[src/rtl/mc_inst_fifo.sv]
// ============================================================================
// mc_inst_fifo: per-channel instruction FIFOs with credit-gated round-robin
// output arbitration. Optional occupancy port: define MC_INST_FIFO_OCC_EN.
// Revision: 1.0 - initial release
// ============================================================================
`default_nettype none

module mc_inst_fifo #(
    parameter int WIDTH      = 14,
    parameter int DEPTH      = 16,
    parameter int NCH        = 4,
    parameter int PE_BASE    = 0,
    parameter int IDW        = 4,
    parameter int CREDIT_MAX = 3
) (
    input  logic                     clk,
    input  logic                     reset,
    input  logic [NCH-1:0]           in_valid,
    output logic [NCH-1:0]           in_ready,
    input  logic [NCH*WIDTH-1:0]     in_data,
    input  logic [NCH-1:0]           ack_valid,
    output logic                     out_valid,
    input  logic                     out_ready,
    output logic [WIDTH+IDW-1:0]     out_data
`ifdef MC_INST_FIFO_OCC_EN
    ,
    output logic [NCH*($clog2(DEPTH)+1)-1:0] occ
`endif
);

    localparam int AW = $clog2(DEPTH);
    localparam int PW = AW + 1;
    localparam int CW = $clog2(CREDIT_MAX + 1);
    localparam int SW = (NCH > 1) ? $clog2(NCH) : 1;

    logic [NCH-1:0]   w_elig;
    logic [NCH-1:0]   w_pop;
    logic [WIDTH-1:0] w_head [NCH];
    logic [SW-1:0]    w_sel;
    logic             w_any;
    logic             w_xfer;
    logic [SW-1:0]    rr_q;
    logic [SW-1:0]    sel_q;
    logic             lock_q;

    assign w_xfer = out_valid & out_ready;

    generate
        for (genvar c = 0; c < NCH; c++) begin : g_ch
            logic [WIDTH-1:0] mem_q [DEPTH];
            logic [PW-1:0]    wp_q, rp_q, wp_d, rp_d;
            logic [PW-1:0]    w_count;
            logic [CW-1:0]    cred_q, cred_d;
            logic             w_push;
            logic             w_dec;

            assign w_count     = wp_q - rp_q;
            assign in_ready[c] = (w_count != PW'(DEPTH));
            assign w_push      = in_valid[c] & in_ready[c];
            assign w_head[c]   = mem_q[rp_q[AW-1:0]];
            assign w_pop[c]    = w_xfer & (w_sel == SW'(c));
            // Tag 2'b00 marks a new-ifmap packet, which consumes one ack credit.
            assign w_elig[c]   = (w_count != '0) &&
                                 ((w_head[c][1:0] != 2'b00) || (cred_q != '0));
            assign w_dec       = w_pop[c] & (w_head[c][1:0] == 2'b00);
            assign wp_d        = wp_q + {{(PW-1){1'b0}}, w_push};
            assign rp_d        = rp_q + {{(PW-1){1'b0}}, w_pop[c]};

            always_comb begin
                cred_d = cred_q;
                if (ack_valid[c] && !w_dec) begin
                    if (cred_q != CW'(CREDIT_MAX)) begin
                        cred_d = cred_q + CW'(1);
                    end
                end else if (w_dec && !ack_valid[c]) begin
                    cred_d = cred_q - CW'(1);
                end
            end

            always_ff @(posedge clk) begin
                if (w_push) begin
                    mem_q[wp_q[AW-1:0]] <= in_data[c*WIDTH +: WIDTH];
                end
            end

            always_ff @(posedge clk) begin
                if (reset) begin
                    wp_q   <= '0;
                    rp_q   <= '0;
                    cred_q <= '0;
                end else begin
                    wp_q   <= wp_d;
                    rp_q   <= rp_d;
                    cred_q <= cred_d;
                end
            end

`ifdef MC_INST_FIFO_OCC_EN
            logic [PW-1:0] occ_q;
            always_ff @(posedge clk) begin
                if (reset) begin
                    occ_q <= '0;
                end else begin
                    occ_q <= wp_d - rp_d;
                end
            end
            assign occ[c*PW +: PW] = occ_q;
`endif
        end
    endgenerate

    function automatic logic [SW-1:0] rr_idx(input logic [SW-1:0] base, input int k);
        int s;
        s = (int'(base) + k) % NCH;
        return SW'(s);
    endfunction

    // Scan from farthest to nearest so the channel right after rr_q wins.
    always_comb begin
        w_sel = sel_q;
        w_any = lock_q;
        if (!lock_q) begin
            w_sel = '0;
            for (int k = NCH; k >= 1; k--) begin
                if (w_elig[rr_idx(rr_q, k)]) begin
                    w_sel = rr_idx(rr_q, k);
                    w_any = 1'b1;
                end
            end
        end
    end

    assign out_valid = w_any;
    assign out_data  = w_any ? {w_head[w_sel], IDW'(PE_BASE + int'(w_sel))} : '0;

    always_ff @(posedge clk) begin
        if (reset) begin
            lock_q <= 1'b0;
            sel_q  <= '0;
            rr_q   <= SW'(NCH - 1);
        end else begin
            sel_q <= w_sel;
            if (w_xfer) begin
                lock_q <= 1'b0;
                rr_q   <= w_sel;
            end else if (w_any) begin
                lock_q <= 1'b1;
            end
        end
    end

endmodule

`default_nettype wire

[config.mk]
export PLATFORM = sky130hd
export DESIGN_NAME = mc_inst_fifo
export DESIGN_NICKNAME = d
export VERILOG_FILES = /design/src/rtl/mc_inst_fifo.sv
export SDC_FILE = /design/constraint.sdc
export NUM_CORES = 1
export LEC_CHECK = 0
export ABC_AREA = 1
export ABC_CLOCK_PERIOD_IN_PS = 9100
export BUFFER_PORTS_ARGS = -buffer_cell sky130_fd_sc_hd__buf_2
export CORE_ASPECT_RATIO = 1.1
export CORE_MARGIN = 2
export CORE_UTILIZATION = 40
export DETAILED_ROUTE_END_ITERATION = 10
export PLACE_DENSITY = 0.61
export SLEW_MARGIN = 20
export SYNTH_ARGS = -nofsm -noshare
export SYNTH_HDL_FRONTEND = slang
export SYNTH_SLANG_ARGS = --single-unit
[constraint.sdc]
create_clock -name clk -period 9.1 [get_ports clk]
set_input_delay 1.82 -clock clk [delete_from_list [all_inputs] [get_ports clk]]
set_output_delay 1.82 -clock clk [all_outputs]
set_load 0.05 [all_outputs]
Word level (Yosys, flattened, before mapping)
Memory sizes are Yosys's and may differ from the RTL's. A register that Yosys moved wholly into a read port is not among the register bits.
Index checks and enable logic that the tools add are counted.
{"block": "op_classes", "addsub": 24, "n_lt_le_gt_ge": 5, "eq_ne": 15, "muxes": 46, "n_bitwise": 14, "n_reduce_logical": 50}
{"op": "adder 5 x 1 -> 5 bit", "count": 8}
{"op": "two-way mux 2 bit", "count": 17}
{"op": "binary-select mux 14 bit (select 2 bit)", "count": 1}
{"op": "two-way mux 14 bit", "count": 2}
{"op": "nonzero test 2 bit", "count": 12}
{"op": "!= test 5 bit, second input constant", "count": 4}
{"op": "nonzero test 5 bit", "count": 4}
{"op": "subtractor 5 bit", "count": 4}
{"op": "two-way mux 18 bit", "count": 1}
{"op": "two-way mux 1 bit", "count": 17}
{"op": "two-way mux 4 bit", "count": 4}
{"op": "AND 1 bit", "count": 13}
{"op": "adder 2 x 1 -> 2 bit, second input constant", "count": 6}
{"op": "logical AND 1 bit", "count": 12}
{"op": "less-than comparator 2 x 3 -> 1 bit, second input constant", "count": 4}
{"op": "zero test 2 bit", "count": 5}
{"op": "binary-select mux 1 bit (select 2 bit)", "count": 4}
{"op": "zero test 1 bit", "count": 8}
{"op": "!= test 2 x 1 -> 1 bit, second input constant", "count": 4}
{"op": "!= test 2 bit, second input constant", "count": 4}
{"op": "AND reduction 2 bit", "count": 4}
{"op": "subtractor 2 x 1 -> 2 bit, second input constant", "count": 4}
{"op": "adder 2 bit, second input constant", "count": 2}
{"op": "equality test 2 bit, second input constant", "count": 2}
{"op": "other kinds (5)", "count": 8}
{"block": "totals", "regBits": 53, "mem_bits_rw": 896, "in_bits": 67, "out_inout_bits": 23, "word_cells": 173, "mem_count": 4}
{"name": "g_ch[0].mem_q", "depth": 16, "width": 14, "read_ports": 1, "rd_ports_with_merged_regs": 1, "wr": 1, "line": "50", "text": "logic [WIDTH-1:0] mem_q [DEPTH];"}
{"name": "g_ch[1].mem_q", "depth": 16, "width": 14, "read_ports": 1, "rd_ports_with_merged_regs": 1, "wr": 1, "line": "50"}
{"name": "g_ch[2].mem_q", "depth": 16, "width": 14, "read_ports": 1, "rd_ports_with_merged_regs": 1, "wr": 1, "line": "50"}
{"name": "g_ch[3].mem_q", "depth": 16, "width": 14, "read_ports": 1, "rd_ports_with_merged_regs": 1, "wr": 1, "line": "50"}

Longest topological paths before layout
{"block": "logic_depth", "depth_word": 17, "ltp_mapped": 33, "ltp_nobuf": 30}

Least setup slack after synthesis
Ideal clock, no wire load.
{"block": "synth_timing", "kind": "register to output", "startpoint": "reg g_ch[2].rp_q[1]", "endpoint": "out out_data[11]", "arrival_time_ns": 4.036, "t_required_ns": 7.280, "setup_slack_ns": 3.244, "stages_incl_launch_ff": 25, "cell_sequence": "dfxtp_1 -> buf_2 -> inv_2 -> clkbuf_1 -> buf_1 -> ha_1 -> inv_1 -> o21bai_1 -> nand2_1 -> nand2_1 -> or2_2 -> a21oi_1 -> nand2_1 -> nand2_1 -> nand2_1 -> nand3_1 -> nand2_1 -> nand2_1 -> nand3_1 -> nand3_4 -> nand2_4 -> inv_4 -> buf_2 -> a21oi_1 -> nor2_1"}
{"block": "synth_via", "elab_chain_len": 15, "elab_cells_between_ends": 26, "classes_between": "add/sub: 1; mux: 22; bitwise: 1; reduce/logical: 2"}
{"element": "from (decl)", "line": "51", "text": "logic [PW-1:0] wp_q, rp_q, wp_d, rp_d;"}
{"element": "from (signal assigned)", "line": "93", "text": "rp_q <= rp_d;"}
{"element": "subtractor 5 bit (*)", "line": "57", "text": "assign w_count = wp_q - rp_q;"}
{"element": "nonzero test 5 bit (*)", "line": "63", "text": "assign w_elig[c] = (w_count != '0) &&"}
{"element": "logical AND 1 bit (*)", "line": "63"}
{"element": "binary-select mux 1 bit (select 2 bit)", "line": "125", "text": "if (w_elig[rr_idx(rr_q, k)]) begin"}
{"element": "two-way mux 1 bit (implied by the code)", "line": "125"}
{"element": "two-way mux 2 bit (4 in a row)", "line": "125"}
{"element": "two-way mux 2 bit", "line": "122", "text": "if (!lock_q) begin"}
{"element": "inverter 2 -> 3 bit (implied by the code)", "line": "134", "text": "assign out_data = w_any ? {w_head[w_sel], IDW'(PE_BASE + int'(w_sel))} : '0;"}
{"element": "binary-select mux 14 bit (select 2 bit)", "line": "134"}
{"element": "two-way mux 14 bit (implied by the code) (2 in a row)", "line": "134"}
{"element": "two-way mux 18 bit (*)", "line": "134"}
{"element": "to (decl)", "line": "24", "text": "output logic [WIDTH+IDW-1:0] out_data"}
Mark *: on every way between the ends. The rest lies on a longest branch, timed or not. The select of a mux whose other input is x is not followed.

Worst setup path after layout
{"block": "layout_timing", "startpoint": "reg g_ch[3].rp_q[0]", "endpoint": "out out_data[13]"}
{"block": "layout_via", "elab_chain_len": 15, "elab_cells_between_ends": 26, "classes_between": "add/sub: 1; mux: 22; bitwise: 1; reduce/logical: 2"}
{"element": "from (decl)", "line": "51"}
{"element": "from (signal assigned)", "line": "93"}
{"element": "subtractor 5 bit (*)", "line": "57"}
{"element": "nonzero test 5 bit (*)", "line": "63"}
{"element": "logical AND 1 bit (*)", "line": "63"}
{"element": "binary-select mux 1 bit (select 2 bit)", "line": "125"}
{"element": "two-way mux 1 bit (implied by the code)", "line": "125"}
{"element": "two-way mux 2 bit (4 in a row)", "line": "125"}
{"element": "two-way mux 2 bit", "line": "122"}
{"element": "inverter 2 -> 3 bit (implied by the code)", "line": "134"}
{"element": "binary-select mux 14 bit (select 2 bit)", "line": "134"}
{"element": "two-way mux 14 bit (implied by the code) (2 in a row)", "line": "134"}
{"element": "two-way mux 18 bit (*)", "line": "134"}
Marked as above.

==> flow_metrics.env <==
export IMPL_outcome="finished clean"
export IMPL_io_pin_count=90
export IMPL_clkTransAtPathRegs_ns=0.07
export IMPL_grt_setup_unrepaired="false"
export IMPL_crit_fanout=65
export IMPL_row_count=120
export IMPL_grt_max_degree=93
export IMPL_cts_max_level=3
export IMPL_synth_edf_count=896
export IMPL_nets=3410
export IMPL_crit_path_end="out_data[13]"
export IMPL_drt_first_pass_iters=5
export IMPL_fmax_mhz=131
export IMPL_hpwl_mm=59.0
export IMPL_yosysUniqueCellTypes=45
export IMPL_slew_viol_final=0
export IMPL_viasPerCell=5.34
export IMPL_antenna_found_initial=10
export IMPL_yosysTopAreaCell="edfxtp_1"
export IMPL_endpoint_kind="output port"
export IMPL_fin_crit_sh=0.840
export IMPL_die_h_um=331
export IMPL_synthCells=3217
export IMPL_clock_sinks=949
export IMPL_reg2regPathDepth=25
export IMPL_drc=0
export IMPL_dp_cells=4494
export IMPL_relSlewSlack=0.308
export IMPL_max_vdd_ir_drop_v=0.000566
export IMPL_vias=24970
export IMPL_drt_iter0_markers=2112
export IMPL_synth_seq_cells=949
export IMPL_crit_path_start="g_ch[3].rp_q[0]$_SDFF_PP0_"
export IMPL_start_kind="register"
export IMPL_async_flop_share=0
export IMPL_r2r_end="g_ch[2].rp_q[4]$_SDFF_PP0_"
export IMPL_track_usage=0.192
export IMPL_yosysSeqAreaShare=0.718
export IMPL_cts_resized_gates=0
export IMPL_setup_viol=0
export IMPL_die_area_um2=99900
export IMPL_post_drt_wl_per_cell_um=20.6
export IMPL_drv_cap=0
export IMPL_synth_most_common_cell="edfxtp_1"
export IMPL_syn_to_final_growth_pct=13.5
export IMPL_core_area_um2=97000
export IMPL_ys_warn_count=0
export IMPL_overflow=0
export IMPL_cts_root_buf="clkbuf_16"
export IMPL_arrival_ns=5.82
export IMPL_start_util=0.402
export IMPL_ctsHoldBuffers=0
export IMPL_synth_flop_cell="edfxtp_1"
export IMPL_die_x_um=302
export IMPL_worst_path_largest_cell_delay_ns=0.90
export IMPL_synth_area_top_cells="edfxtp_1, nand2_1, a21oi_1"
export IMPL_hold_class="reg -> reg"
export IMPL_portBuffers=87
export IMPL_cts_buffer_depth=3
export IMPL_grt_pass1_wl_mm=147
export IMPL_path_cells="clkinv_2 > nand2_1 > nand3_1 > nand3_1 > nand2_1 > nor2_1 > nor2_1 > nand3_1 > nand3_1 > nand2_1 > nand2_1 > nand2_1 > clkinv_1 > nand2_1 > nand3_1 > nand3_4 > nand2_4 > inv_4 > nor2_4 > inv_2 > o21ai_0 > nor2_1 > buf_2"
export IMPL_r2r_start="g_ch[3].rp_q[0]$_SDFF_PP0_"
export IMPL_worst_path_most_repeated_cell="nand2_1"
export IMPL_pre_cts_ws_ns=2.23
export IMPL_synth_top_area_share=0.691
export IMPL_syn_area_um2=39000
export IMPL_cts_made_buffers=96
export IMPL_worst_slew_pin_slew_ns=1.03
export IMPL_finClkSkew_ns=0.0158
export IMPL_totalWireLength_mm=96.4
export IMPL_grt_pass1_vias=23962
export IMPL_clkLatencyLatePin_ns=0.66
export IMPL_reg2reg_slack_ns=3.98
export IMPL_gp_congestion=0.857
export IMPL_drive_gt1_frac=0.108
export IMPL_ys_top_cells_by_count="edfxtp_1, nand2_1, a21oi_1"
export IMPL_critPathRequiredTime_ns=7.28
export IMPL_instances_no_fill=4677
export IMPL_cts_setup_buffers=0
export IMPL_ant_nets=0
export IMPL_syn_area_per_cell_um2=12.1
export IMPL_cellLeakagePower_nw=16.1
export IMPL_min_period_ns=7.64
export IMPL_fin_hold_ws_ns=0.482
export IMPL_power_density_nw_per_um2=298
export IMPL_cts_tree="built"
export IMPL_criticalPathCategory="reg -> out"
export IMPL_crit_slowest_cell="clkinv_2"
export IMPL_setup_slack_ns=1.46
export IMPL_final_setup_tns_ns=0
export IMPL_final_hold_viol_count=0
## registers in the layout (all words and copies together) (netlist names)
register     count
g_ch.cred_q      8
g_ch.rp_q       20
lock_q           1
sel_q            2
g_ch.wp_q       20
g_ch.mem_q     896
rr_q             2
## worst min-delay path by stage
| stage | to | from | cells past startpoint |
|---|---|---|---|
| 2_1_floorplan | g_ch[2].wp_q[4]$_SDFF_PP0_ | g_ch[2].wp_q[4]$_SDFF_PP0_ | 2 |
| 3_3_place_gp | g_ch[1].wp_q[4]$_SDFF_PP0_ | g_ch[1].wp_q[4]$_SDFF_PP0_ | 2 |
| 3_5_place_dp | g_ch[1].wp_q[4]$_SDFF_PP0_ | g_ch[1].wp_q[4]$_SDFF_PP0_ | 2 |
| 4_1_cts | g_ch[1].wp_q[4]$_SDFF_PP0_ | g_ch[1].wp_q[4]$_SDFF_PP0_ | 2 |
| 5_1_grt | g_ch[2].wp_q[4]$_SDFF_PP0_ | g_ch[2].wp_q[4]$_SDFF_PP0_ | 2 |
| 6_report | g_ch[1].wp_q[4]$_SDFF_PP0_ | g_ch[1].wp_q[4]$_SDFF_PP0_ | 2 |
## layout make-up
| type | count | area (µm²) |
|---|---|---|
| fillers | 8709 | 52800 |
| flip-flops and latches | 949 | 28000 |
| multi-input cells | 1929 | 9620 |
| clock buffers | 119 | 2610 |
| well taps | 1281 | 1600 |
| repair buffers | 177 | 1120 |
| clock inverters | 61 | 671 |
| inverters | 158 | 602 |
| diodes | 3 | 7.51 |
## per-layer routing
metal	up-vias	GRT usage	part of all wire
met5	-	0	0.00054
met4	8	0.0551	0.022
met3	132	0.0318	0.067
met2	748	0.310	0.48
met1	12282	0.268	0.43
li1	11800	-	-
## worst max-delay path, delay by kind of cell, from the launching register on
kind,cells,cell delay [ns]
buf+inv,5,1.74
flops,1,0.80
compound gates,1,0.15
simple gates,17,2.41
## power by group
part	total [mW]	internal (mW)	switching, mW
Clock	4.07	2.43	1.64
Sequential	5.11	4.97	0.138
Combinational	3.99	0.961	3.03
Total	13.2	8.36	4.81
## cell families after synthesis
family / count (synthesis) / synth area share
AO/OA/AOI/OAI: 698 / 0.111
XOR/XNOR: 21 / 0.00472
adder cells (fa/ha/maj): 32 / 0.0103
buffers and inverters: 340 / 0.0354
flip-flops: 949 / 0.718
other: 1 / 0.0000963
AND/OR/NAND/NOR: 1176 / 0.120
## cell usage in the layout, fill, tap and decap left out, types with 16 or more instances in the layout
master	instances
buf_2	87
clkbuf_16	101
a221oi_1	56
nand2_1	790
a21oi_1	364
clkinv_1	16
edfxtp_1	896
clkinv_2	25
a32o_1	66
a22oi_1	74
clkbuf_1	17
inv_1	139
buf_4	89
o21ai_1	37
ha_1	32
nor2_1	244
o21ai_0	58
dfxtp_1	48
nand3_1	110
## stage by stage
| stage | power (mW) | area (µm²) | util |
|---|---|---|---|
| floorplan | 7.87 | 39000 | - |
| global placement | 9.10 | 40900 | 0.422 |
| detailed placement | 9.15 | 40900 | 0.422 |
| CTS | 13.2 | 44200 | 0.456 |
| global route | 13.7 | 44200 | 0.456 |
| finish | 13.2 | 44200 | 0.456 |
(Power assumes the default switching activity.)
